===== config.mk =====
export PLATFORM = sky130hd
export DESIGN_NAME = seg_scan_decoder_flat
export DESIGN_NICKNAME = d
export VERILOG_FILES = /design/src/rtl/seg_pkg.sv /design/src/rtl/seg_scan_decoder_if.sv /design/src/rtl/seg_pattern_decode.sv /design/src/rtl/seg_scan_decoder.sv /design/src/flat_wrapper.sv
export SDC_FILE = /design/constraint.sdc
export NUM_CORES = 1
export LEC_CHECK = 0
export ABC_AREA = 1
export CAP_MARGIN = 20
export CORE_UTILIZATION = 35
export CTS_CLUSTER_SIZE = 12
export DETAILED_ROUTE_END_ITERATION = 12
export SLEW_MARGIN = 40
export SYNTH_ARGS = -nofsm -noshare
export SYNTH_HDL_FRONTEND = slang
export SYNTH_HIERARCHICAL = 1
export SYNTH_SLANG_ARGS = --single-unit

===== constraint.sdc =====
create_clock -name clk -period 3.27 [get_ports clk]
set_input_delay 0.654 -clock clk [delete_from_list [all_inputs] [get_ports clk]]
set_output_delay 0.654 -clock clk [all_outputs]
set_load 0.05 [all_outputs]

===== src/rtl/seg_pkg.sv =====
// -----------------------------------------------------------------------------
// seg_pkg
// Shared 7-segment definitions for the display encoder and the scan decoder.
// Bit order of a pattern: bit6 = a, bit5 = b, ... bit0 = g. A set bit means
// the segment is lit.
// -----------------------------------------------------------------------------
package seg_pkg;

    typedef logic [6:0] seg_pattern_t;

    localparam seg_pattern_t SEG_HEX_0 = 7'b1111110;
    localparam seg_pattern_t SEG_HEX_1 = 7'b0110000;
    localparam seg_pattern_t SEG_HEX_2 = 7'b1101101;
    localparam seg_pattern_t SEG_HEX_3 = 7'b1111001;
    localparam seg_pattern_t SEG_HEX_4 = 7'b0110011;
    localparam seg_pattern_t SEG_HEX_5 = 7'b1011011;
    localparam seg_pattern_t SEG_HEX_6 = 7'b1011111;
    localparam seg_pattern_t SEG_HEX_7 = 7'b1110000;
    localparam seg_pattern_t SEG_HEX_8 = 7'b1111111;
    localparam seg_pattern_t SEG_HEX_9 = 7'b1111011;
    localparam seg_pattern_t SEG_HEX_A = 7'b1110111;
    localparam seg_pattern_t SEG_HEX_B = 7'b0011111;
    localparam seg_pattern_t SEG_HEX_C = 7'b1001110;
    localparam seg_pattern_t SEG_HEX_D = 7'b0111101;
    localparam seg_pattern_t SEG_HEX_E = 7'b1001111;
    localparam seg_pattern_t SEG_HEX_F = 7'b1000111;
    localparam seg_pattern_t SEG_BLANK = 7'b0000000;

endpackage


===== src/rtl/seg_scan_decoder_if.sv =====
// -----------------------------------------------------------------------------
// seg_scan_decoder_if
// Bundles the snooped display bus and the frame hand-off of seg_scan_decoder.
//   seg        : segment lines (bit6 = a ... bit0 = g), active-high
//   sel        : one-hot digit enables
//   value      : decoded frame, digit i at [4i+3:4i]
//   blank_mask : digit showed all segments off
//   err_mask   : digit showed an unrecognised pattern
//   out_valid  : frame word available
//   out_ready  : consumer accepts the word
//   overrun    : sticky, a frame was replaced before it was consumed
//
// Handshake: a word moves when out_valid && out_ready are both high at a rising
// clock edge. While out_valid is high and out_ready low, value/blank_mask/
// err_mask hold, except when a newer frame overwrites them (overrun sets).
// The slave modport is the decoder; the master modport is the display side
// plus the consumer.
// -----------------------------------------------------------------------------
interface seg_scan_decoder_if #(
    parameter int NDIGITS = 4
);
    import seg_pkg::*;

    seg_pattern_t             seg;
    logic [NDIGITS-1:0]       sel;
    logic [4*NDIGITS-1:0]     value;
    logic [NDIGITS-1:0]       blank_mask;
    logic [NDIGITS-1:0]       err_mask;
    logic                     out_valid;
    logic                     out_ready;
    logic                     overrun;

    modport slave (
        input  seg,
        input  sel,
        input  out_ready,
        output value,
        output blank_mask,
        output err_mask,
        output out_valid,
        output overrun
    );

    modport master (
        output seg,
        output sel,
        output out_ready,
        input  value,
        input  blank_mask,
        input  err_mask,
        input  out_valid,
        input  overrun
    );

endinterface


===== src/rtl/seg_pattern_decode.sv =====
// -----------------------------------------------------------------------------
// seg_pattern_decode
// Combinational 7-segment pattern to hex decoder.
//   pattern_i : 7-bit segment pattern
//   value_o   : hex value 0..F (0 when blank or illegal)
//   blank_o   : pattern was all segments off
//   err_o     : pattern is not a hex digit and not blank
// -----------------------------------------------------------------------------
module seg_pattern_decode
    import seg_pkg::*;
(
    input  seg_pattern_t pattern_i,
    output logic [3:0]   value_o,
    output logic         blank_o,
    output logic         err_o
);

    always_comb begin
        value_o = 4'h0;
        blank_o = 1'b0;
        err_o   = 1'b0;
        case (pattern_i)
            SEG_HEX_0: value_o = 4'h0;
            SEG_HEX_1: value_o = 4'h1;
            SEG_HEX_2: value_o = 4'h2;
            SEG_HEX_3: value_o = 4'h3;
            SEG_HEX_4: value_o = 4'h4;
            SEG_HEX_5: value_o = 4'h5;
            SEG_HEX_6: value_o = 4'h6;
            SEG_HEX_7: value_o = 4'h7;
            SEG_HEX_8: value_o = 4'h8;
            SEG_HEX_9: value_o = 4'h9;
            SEG_HEX_A: value_o = 4'hA;
            SEG_HEX_B: value_o = 4'hB;
            SEG_HEX_C: value_o = 4'hC;
            SEG_HEX_D: value_o = 4'hD;
            SEG_HEX_E: value_o = 4'hE;
            SEG_HEX_F: value_o = 4'hF;
            SEG_BLANK: blank_o = 1'b1;
            default:   err_o   = 1'b1;
        endcase
    end

endmodule


===== src/rtl/seg_scan_decoder.sv =====
// -----------------------------------------------------------------------------
// seg_scan_decoder
// Snoops a time-multiplexed 7-segment bus and rebuilds one hex word per
// complete scan frame. A digit is accepted once its pattern and select have
// been stable for STABLE_CYCLES sampled cycles; a frame completes when every
// digit has been accepted at least once since the last frame.
//   clk   : system clock
//   rst_n : asynchronous active-low reset
//   bus   : seg_scan_decoder_if slave (display bus in, frame hand-off out)
// -----------------------------------------------------------------------------
module seg_scan_decoder
    import seg_pkg::*;
#(
    parameter int NDIGITS       = 4,
    parameter int STABLE_CYCLES = 4
)(
    input  logic                 clk,
    input  logic                 rst_n,
    seg_scan_decoder_if.slave    bus
);

    localparam int            CW      = $clog2(STABLE_CYCLES + 1);
    localparam logic [CW-1:0] RUN_MAX = CW'(STABLE_CYCLES);
    localparam logic [CW-1:0] RUN_ONE = CW'(1);

    // Input samples and the previous sample used for the stability compare.
    seg_pattern_t          seg_q, seg_p_q;
    logic [NDIGITS-1:0]    sel_q, sel_p_q;

    logic [CW-1:0]         run_q, run_d;
    logic                  accept_q, accept_d;

    logic [4*NDIGITS-1:0]  shadow_val_q, shadow_val_d;
    logic [NDIGITS-1:0]    shadow_blank_q, shadow_blank_d;
    logic [NDIGITS-1:0]    shadow_err_q, shadow_err_d;
    logic [NDIGITS-1:0]    cap_q, cap_d, cap_next;

    logic [4*NDIGITS-1:0]  value_q, value_d;
    logic [NDIGITS-1:0]    blank_q, blank_d;
    logic [NDIGITS-1:0]    err_q, err_d;
    logic                  valid_q, valid_d;
    logic                  overrun_q, overrun_d;

    logic                  same_sample;
    logic                  sel_onehot;
    logic                  frame_done;
    logic [3:0]            dec_value;
    logic                  dec_blank;
    logic                  dec_err;

    // During the acceptance cycle the previous-sample registers hold the
    // pattern that was counted as stable, so decode from those.
    seg_pattern_decode u_decode (
        .pattern_i (seg_p_q),
        .value_o   (dec_value),
        .blank_o   (dec_blank),
        .err_o     (dec_err)
    );

    // Run counter and one-shot acceptance.
    always_comb begin
        same_sample = (seg_q == seg_p_q) && (sel_q == sel_p_q);
        sel_onehot  = $onehot(sel_q);
        run_d       = run_q;
        if (same_sample && sel_onehot) begin
            run_d = (run_q == RUN_MAX) ? run_q : run_q + RUN_ONE;
        end else begin
            run_d = sel_onehot ? RUN_ONE : '0;
        end
        // Accept only on the step into RUN_MAX; a saturated run that simply
        // stays at RUN_MAX is not a new acceptance.
        accept_d = (run_d == RUN_MAX) &&
                   !(same_sample && sel_onehot && (run_q == RUN_MAX));
    end

    // Shadow update, captured mask and frame completion.
    always_comb begin
        shadow_val_d   = shadow_val_q;
        shadow_blank_d = shadow_blank_q;
        shadow_err_d   = shadow_err_q;
        cap_next       = cap_q;
        if (accept_q) begin
            for (int i = 0; i < NDIGITS; i++) begin
                if (sel_p_q[i]) begin
                    shadow_val_d[4*i +: 4] = dec_value;
                    shadow_blank_d[i]      = dec_blank;
                    shadow_err_d[i]        = dec_err;
                end
            end
            cap_next = cap_q | sel_p_q;
        end
        frame_done = accept_q && (&cap_next);
        cap_d      = frame_done ? '0 : cap_next;
    end

    // Output word and handshake.
    always_comb begin
        value_d   = value_q;
        blank_d   = blank_q;
        err_d     = err_q;
        valid_d   = valid_q;
        overrun_d = overrun_q;
        if (frame_done) begin
            value_d = shadow_val_d;
            blank_d = shadow_blank_d;
            err_d   = shadow_err_d;
            valid_d = 1'b1;
            if (valid_q && !bus.out_ready) begin
                overrun_d = 1'b1;
            end
        end else if (valid_q && bus.out_ready) begin
            valid_d = 1'b0;
        end
    end

    always_ff @(posedge clk or negedge rst_n) begin
        if (!rst_n) begin
            seg_q          <= '0;
            sel_q          <= '0;
            seg_p_q        <= '0;
            sel_p_q        <= '0;
            run_q          <= '0;
            accept_q       <= 1'b0;
            shadow_val_q   <= '0;
            shadow_blank_q <= '0;
            shadow_err_q   <= '0;
            cap_q          <= '0;
            value_q        <= '0;
            blank_q        <= '0;
            err_q          <= '0;
            valid_q        <= 1'b0;
            overrun_q      <= 1'b0;
        end else begin
            seg_q          <= bus.seg;
            sel_q          <= bus.sel;
            seg_p_q        <= seg_q;
            sel_p_q        <= sel_q;
            run_q          <= run_d;
            accept_q       <= accept_d;
            shadow_val_q   <= shadow_val_d;
            shadow_blank_q <= shadow_blank_d;
            shadow_err_q   <= shadow_err_d;
            cap_q          <= cap_d;
            value_q        <= value_d;
            blank_q        <= blank_d;
            err_q          <= err_d;
            valid_q        <= valid_d;
            overrun_q      <= overrun_d;
        end
    end

    assign bus.value      = value_q;
    assign bus.blank_mask = blank_q;
    assign bus.err_mask   = err_q;
    assign bus.out_valid  = valid_q;
    assign bus.overrun    = overrun_q;

endmodule


===== src/flat_wrapper.sv =====
// flat-port wrapper written by rule: the top's interface ports become plain ports
module seg_scan_decoder_flat import seg_pkg::*;
#(
    parameter int NDIGITS       = 4,
    parameter int STABLE_CYCLES = 4
)
  (clk, rst_n, bus_seg, bus_sel, bus_out_ready, bus_value, bus_blank_mask, bus_err_mask, bus_out_valid, bus_overrun);
  seg_scan_decoder_if #(.NDIGITS(NDIGITS)) bus_i ();
  input  logic clk;
  input  logic rst_n;
  input wire logic [$bits(bus_i.seg)-1:0] bus_seg;
  input wire logic [$bits(bus_i.sel)-1:0] bus_sel;
  input wire logic [$bits(bus_i.out_ready)-1:0] bus_out_ready;
  output wire logic [$bits(bus_i.value)-1:0] bus_value;
  output wire logic [$bits(bus_i.blank_mask)-1:0] bus_blank_mask;
  output wire logic [$bits(bus_i.err_mask)-1:0] bus_err_mask;
  output wire logic [$bits(bus_i.out_valid)-1:0] bus_out_valid;
  output wire logic [$bits(bus_i.overrun)-1:0] bus_overrun;
  assign bus_i.seg = bus_seg;
  assign bus_i.sel = bus_sel;
  assign bus_i.out_ready = bus_out_ready;
  assign bus_value = bus_i.value;
  assign bus_blank_mask = bus_i.blank_mask;
  assign bus_err_mask = bus_i.err_mask;
  assign bus_out_valid = bus_i.out_valid;
  assign bus_overrun = bus_i.overrun;
  seg_scan_decoder #(.NDIGITS(NDIGITS), .STABLE_CYCLES(STABLE_CYCLES)) u_core (.clk(clk), .rst_n(rst_n), .bus(bus_i));
endmodule

### Word level (Yosys, flattened, before mapping)

Cells that the tools add are included.

* output and inout bits: 26
* register bits after elaboration: 80
* word-level logic and storage cells: 80

* $add $sub $neg: 4
* bitwise operators: 1
* reductions and logical operators: 14
* eq/ne operators: 21
* mux-type cells: 25

Operator list (number)
* 7-bit == test (second input constant): 12
* 4-bit case mux with 15 select lines: 1
* 4-bit 2-to-1 mux: 8
* 7-bit by 6-bit == test with 1-bit output (second input constant): 3
* 17-bit OR reduction: 1
* 16-bit 2-to-1 mux: 1
* 1-bit 2-to-1 mux: 13
* 7-bit by 5-bit == test with 1-bit output (second input constant): 1
* 7-bit == test: 1
* 1-bit logical AND: 7
* 7-bit logical NOT: 1
* 3-bit == test (second input constant): 2
* 3-bit 2-to-1 mux: 2
* 1-bit by 1-bit adder with 2-bit output: 2
* 4-bit == test: 1
* 4-bit OR: 1
* 4-bit AND reduction: 1
* 3-bit by 1-bit adder with 3-bit output (second input constant): 1
* 3-bit adder: 1
* 3-bit by 1-bit == test with 1-bit output (second input constant): 1
* 1-bit logical NOT: 2
* 2-bit AND reduction: 1
* 2-bit nonzero test: 1

### Logic depth before layout (Yosys ltp)

* depth in word-level cells: 7
* mapped depth: 12

### Modules after synthesis

The synthesis kept the hierarchy.

By module, submodules not included
* seg_scan_decoder: cells an instance 311, area an instance 3046.7 µm², instances 1, sequential area each 2001.9 µm²
* seg_pattern_decode: cells an instance 75, area an instance 326.6 µm², instances 1, sequential area each 0.0 µm²

### Worst setup path before layout

No wires, ideal clock.

* path type: register to register
* start point: reg u_core.sel_q[0]
* end point: reg u_core.accept_q
* data required time: 3.197 ns
* slack: 1.277 ns
* stages on the path, launching flop included: 9
* arrival: 1.920 ns
* setup time: 0.073 ns
* buffers on the path: 0
* period minus slack after synthesis: 1.993 ns
* path through: dfrtp_1 > inv_1 > fa_1 > inv_1 > ha_1 > ha_1 > nor3b_1 > nand4_1 > nor2_1

* word-level cells in the longest chain between the ends: 7
* elaborated cells on any way between the ends: 12

Ends and longest elaborated chain
* start, declared: RTL line seg_scan_decoder.sv:28 `logic [NDIGITS-1:0] sel_q, sel_p_q;`
* start signal, assigned: RTL line seg_scan_decoder.sv:135 `sel_q <= bus.sel;`
* 1-bit by 1-bit adder with 2-bit output (implied by the code): RTL line seg_scan_decoder.sv:63 `sel_onehot = $onehot(sel_q);`
* 3-bit adder (implied by the code): RTL line seg_scan_decoder.sv:63
* 3-bit by 1-bit == test with 1-bit output: RTL line seg_scan_decoder.sv:63
* 1-bit 2-to-1 mux or 1-bit logical AND (tied branches): RTL line seg_scan_decoder.sv:68, seg_scan_decoder.sv:65, seg_scan_decoder.sv:73
* 3-bit 2-to-1 mux or 1-bit logical AND (tied branches): RTL line seg_scan_decoder.sv:65, seg_scan_decoder.sv:73
* 3-bit == test or 1-bit logical NOT (tied branches): RTL line seg_scan_decoder.sv:72, seg_scan_decoder.sv:73
* 1-bit logical AND *: RTL line seg_scan_decoder.sv:72 `accept_d = (run_d == RUN_MAX) &&`
* named net u_core.accept_d: RTL line seg_scan_decoder.sv:31 `logic accept_q, accept_d;`
* end signal, assigned: RTL line seg_scan_decoder.sv:139 `accept_q <= accept_d;`
* end, declared: RTL line seg_scan_decoder.sv:31

Mark *: on every way through the listed nets, which the timed path passes. The rest lies on a longest branch.
A chain may end at the register's enable or synchronous reset.

### Worst setup path after layout

* start point: reg u_core.err_q[0], in the netlist u_core/bus.err_mask[0]
* end point: out bus_err_mask[0]

RTL lines
* start, declared: RTL line seg_scan_decoder.sv:40 `logic [NDIGITS-1:0] err_q, err_d;`
* start signal, assigned: RTL line seg_scan_decoder.sv:146 `err_q <= err_d;`
* end, declared: RTL line flat_wrapper.sv:16 `output wire logic [$bits(bus_i.err_mask)-1:0] bus_err_mask;`

No word-level cell between the ends.

==> summary.txt <==
Flop pwr share = 0.528
Register clock-pin slew on the reported worst setup and hold paths = 90 ps
Pin count of the biggest net entering global routing = 81
Slew @ Worst Pin = 720 ps
Status = finished clean
Pwr per Cell Area = 473 nW/um^2
Grt ovf = 0
Syn. warnings = 6
Leak = 2.11 nW
Fin crit period = 2160 ps
EDFF count, synth = 0
Max incr delay on CP = 800 ps
Starting density of the core = 0.363
DR iter-0 viols = 79
Synth area leader = dfrtp_1
Yosys cell types = 26
CP Max Fanout = 2
Layout cells sized above 1 = 0.0647
Resized cells post-CTS = 0
R2R depth = 8
Cells after synthesis = 386
Filler cells = 928
Maxcap violations = 0
DR vias/cell = 4.34
FFs w/ async S/R, synth = 1.00
Worst-skew pair later-pin latency = 350 ps
Reg-to-Reg Start = u_core/sel_q[0]
Clock power frac = 0.423
P_sw = 0.000442 W
Startpoint Class = flip-flop
All-Layer GR Usage = 0.139
RSZ-0062 raised after global routing = no
Fin. Hold Viols = 0
Slowest CP cell = clkdlybuf4s50_1
DR WL/cell = 11.2 um
End of the worst register-to-register path = u_core/accept_q
Peak Freq = 462 MHz
Postcts setup bufs = 0
Syn nets = 405
Via count = 2,441
Reg2Reg Setup Slack = 1150 ps
CTS tree = yes
Post-CTS Hold Buffers = 0
Die Width = 100 um
Clk root buf = clkbuf_8
Total negative slack = 0 ps
Mean area per synthesized cell = 8.74 um^2
Worst-path cell chain = clkdlybuf4s50_1
WP data arrival = 1510 ps
Full die area = 10,000 um^2
# H-tree levels = 3
First-pass GRT wire length = 10.8 mm
Post-route ant nets = 0
Initial antenna violation count = 0
WP buf/inv = 1
PortBufs = 39
Most frequent cells after synthesis = 155 x nand2_1, 80 x dfrtp_1, 41 x inv_1
Die Y-Extent = 100 um
Placer's final routability congestion estimate = 0.772
Post-DP HPWL = 4.25 mm
Cell Area, Synth = 3370 um^2
First-pass detailed-route iteration total = 4
Fin. max-slew vios = 0
Worst min-delay path class = in2async
Share of the synthesized area in the top cell type = 0.593
Number of remaining DRC errors = 0
Count leader, synth = nand2_1
Comb power frac = 0.050
IO Pins = 40
Kind of end point of the critical path = primary output
Total core area = 9280 um^2
Clock Tree Buf Depth = 2
Vias in the first global route = 2,293
Fin util = 0.441
Switching Share = 0.228
Slew margin rel. = 0.520
WS Path Type = reg2out
TritonCTS buffer count = 9
Final count of negative-setup-slack endpoints = 0
Final period utilization = 0.662
Inst Count DP = 546
Post-layout nets = 447
Worst vdd ir = 205 uV
Count of state elements after synthesis = 80
Sequential cell area fraction in the yosys report = 0.593
Clock sink count = 80
CP Data Required Time = 2620 ps
# diodes = 0
Row Count = 35
Area grow syn2layout = 21.4%
Synth area leaders = dfrtp_1 59%, nand2_1 17%, inv_1 4.6%
Post-Route WL = 6.32 mm
Ys flop type = dfrtp_1
Clk_skew = 17.9 ps
Non-filler cells, final = 562
Cell internal pwr = 0.00150 W
Cell family with most CP delay = buffers and inverters
per-layer routing:
metal  global-route usage  vias up  wire length (um)
met3               0.0251        9               181
li1                     -     1265                 -
met5                    0        -                 0
met4               0.0602        0                92
met2                0.219       38              2810
met1                0.187     1129              3240
cell families after synthesis:
group	count (synthesis)	share of synthesized area
buffers and inverters	52	0.0679
xor gates and xnor gates	6	0.0156
adders and majority gates	5	0.0208
and+or+nand+nor	214	0.259
DFF	80	0.593
AOI/OAI and AO/OA	29	0.0438
placed cells by master (no fill, tap or decap), types with 3 or more instances in the layout:
| master | count |
|---|---|
| nand4_1 | 3 |
| xnor2_1 | 5 |
| dfrtp_1 | 80 |
| o21ai_0 | 24 |
| clkdlybuf4s50_1 | 38 |
| nand3_1 | 12 |
| ha_1 | 4 |
| nor2_1 | 30 |
| inv_1 | 41 |
| clkbuf_8 | 10 |
| nand2_1 | 155 |
| a21oi_1 | 4 |
per-stage QoR:
| stage | hold slack [ps] | power [W] | instance area [um^2] | worst slack [ps] |
|---|---|---|---|---|
| 2_1_floorplan | 358 | 0.00109 | 3370 | 1280 |
| 3_3_place_gp | 378 | 0.00114 | 3860 | 1190 |
| 3_5_place_dp | 383 | 0.00114 | 3870 | 1140 |
| 4_1_cts | 358 | 0.00197 | 4090 | 1080 |
| 5_1_grt | 396 | 0.00203 | 4090 | 888 |
| 6_report | 325 | 0.00194 | 4090 | 1110 |
layout make-up:
class / count / area, um^2 / share of cell area
Sequential cell: 80 / 2000 / 0.489
Tap cell: 129 / 161 / 0.0394
Clock buffer: 10 / 138 / 0.0336
Timing Repair Buffer: 40 / 399 / 0.0975
Clock inverter: 6 / 90.1 / 0.0220
Inverter: 43 / 161 / 0.0394
Multi-Input combinational cell: 254 / 1140 / 0.279
worst max path at each step:
stage / startpoint / endpoint / slack (ps) / cells after the start
global placement: u_core/sel_q[0] / u_core/accept_q / 1190 / 8
finish: u_core/bus.err_mask[0] / bus_err_mask[0] / 1110 / 1
floorplan: u_core/sel_q[0] / u_core/accept_q / 1280 / 8
detailed placement: u_core/sel_q[0] / u_core/accept_q / 1140 / 8
CTS: u_core/bus.value[7] / bus_value[7] / 1080 / 1
global route: u_core/sel_q[0] / u_core/accept_q / 890 / 8
power groups by stage:
stage                     Combinational (W)  Sequential, W  Clock, W
final                             0.0000967        0.00102  0.000819
after detailed placement          0.0000992        0.00104         0
after floorplan                   0.0000518        0.00104         0
after global routing               0.000115        0.00103  0.000889
after CTS                         0.0000998        0.00102  0.000845
after global placement            0.0000967        0.00104         0
state kept, by name (all words and copies together), names as in the netlist, 7 cells and up:
name and flops:
u_core/shadow_val_q 16, u_core/bus.value 16, u_core/seg_q 7, u_core/seg_p_q 7
Power figures use the tool's default switching activity.
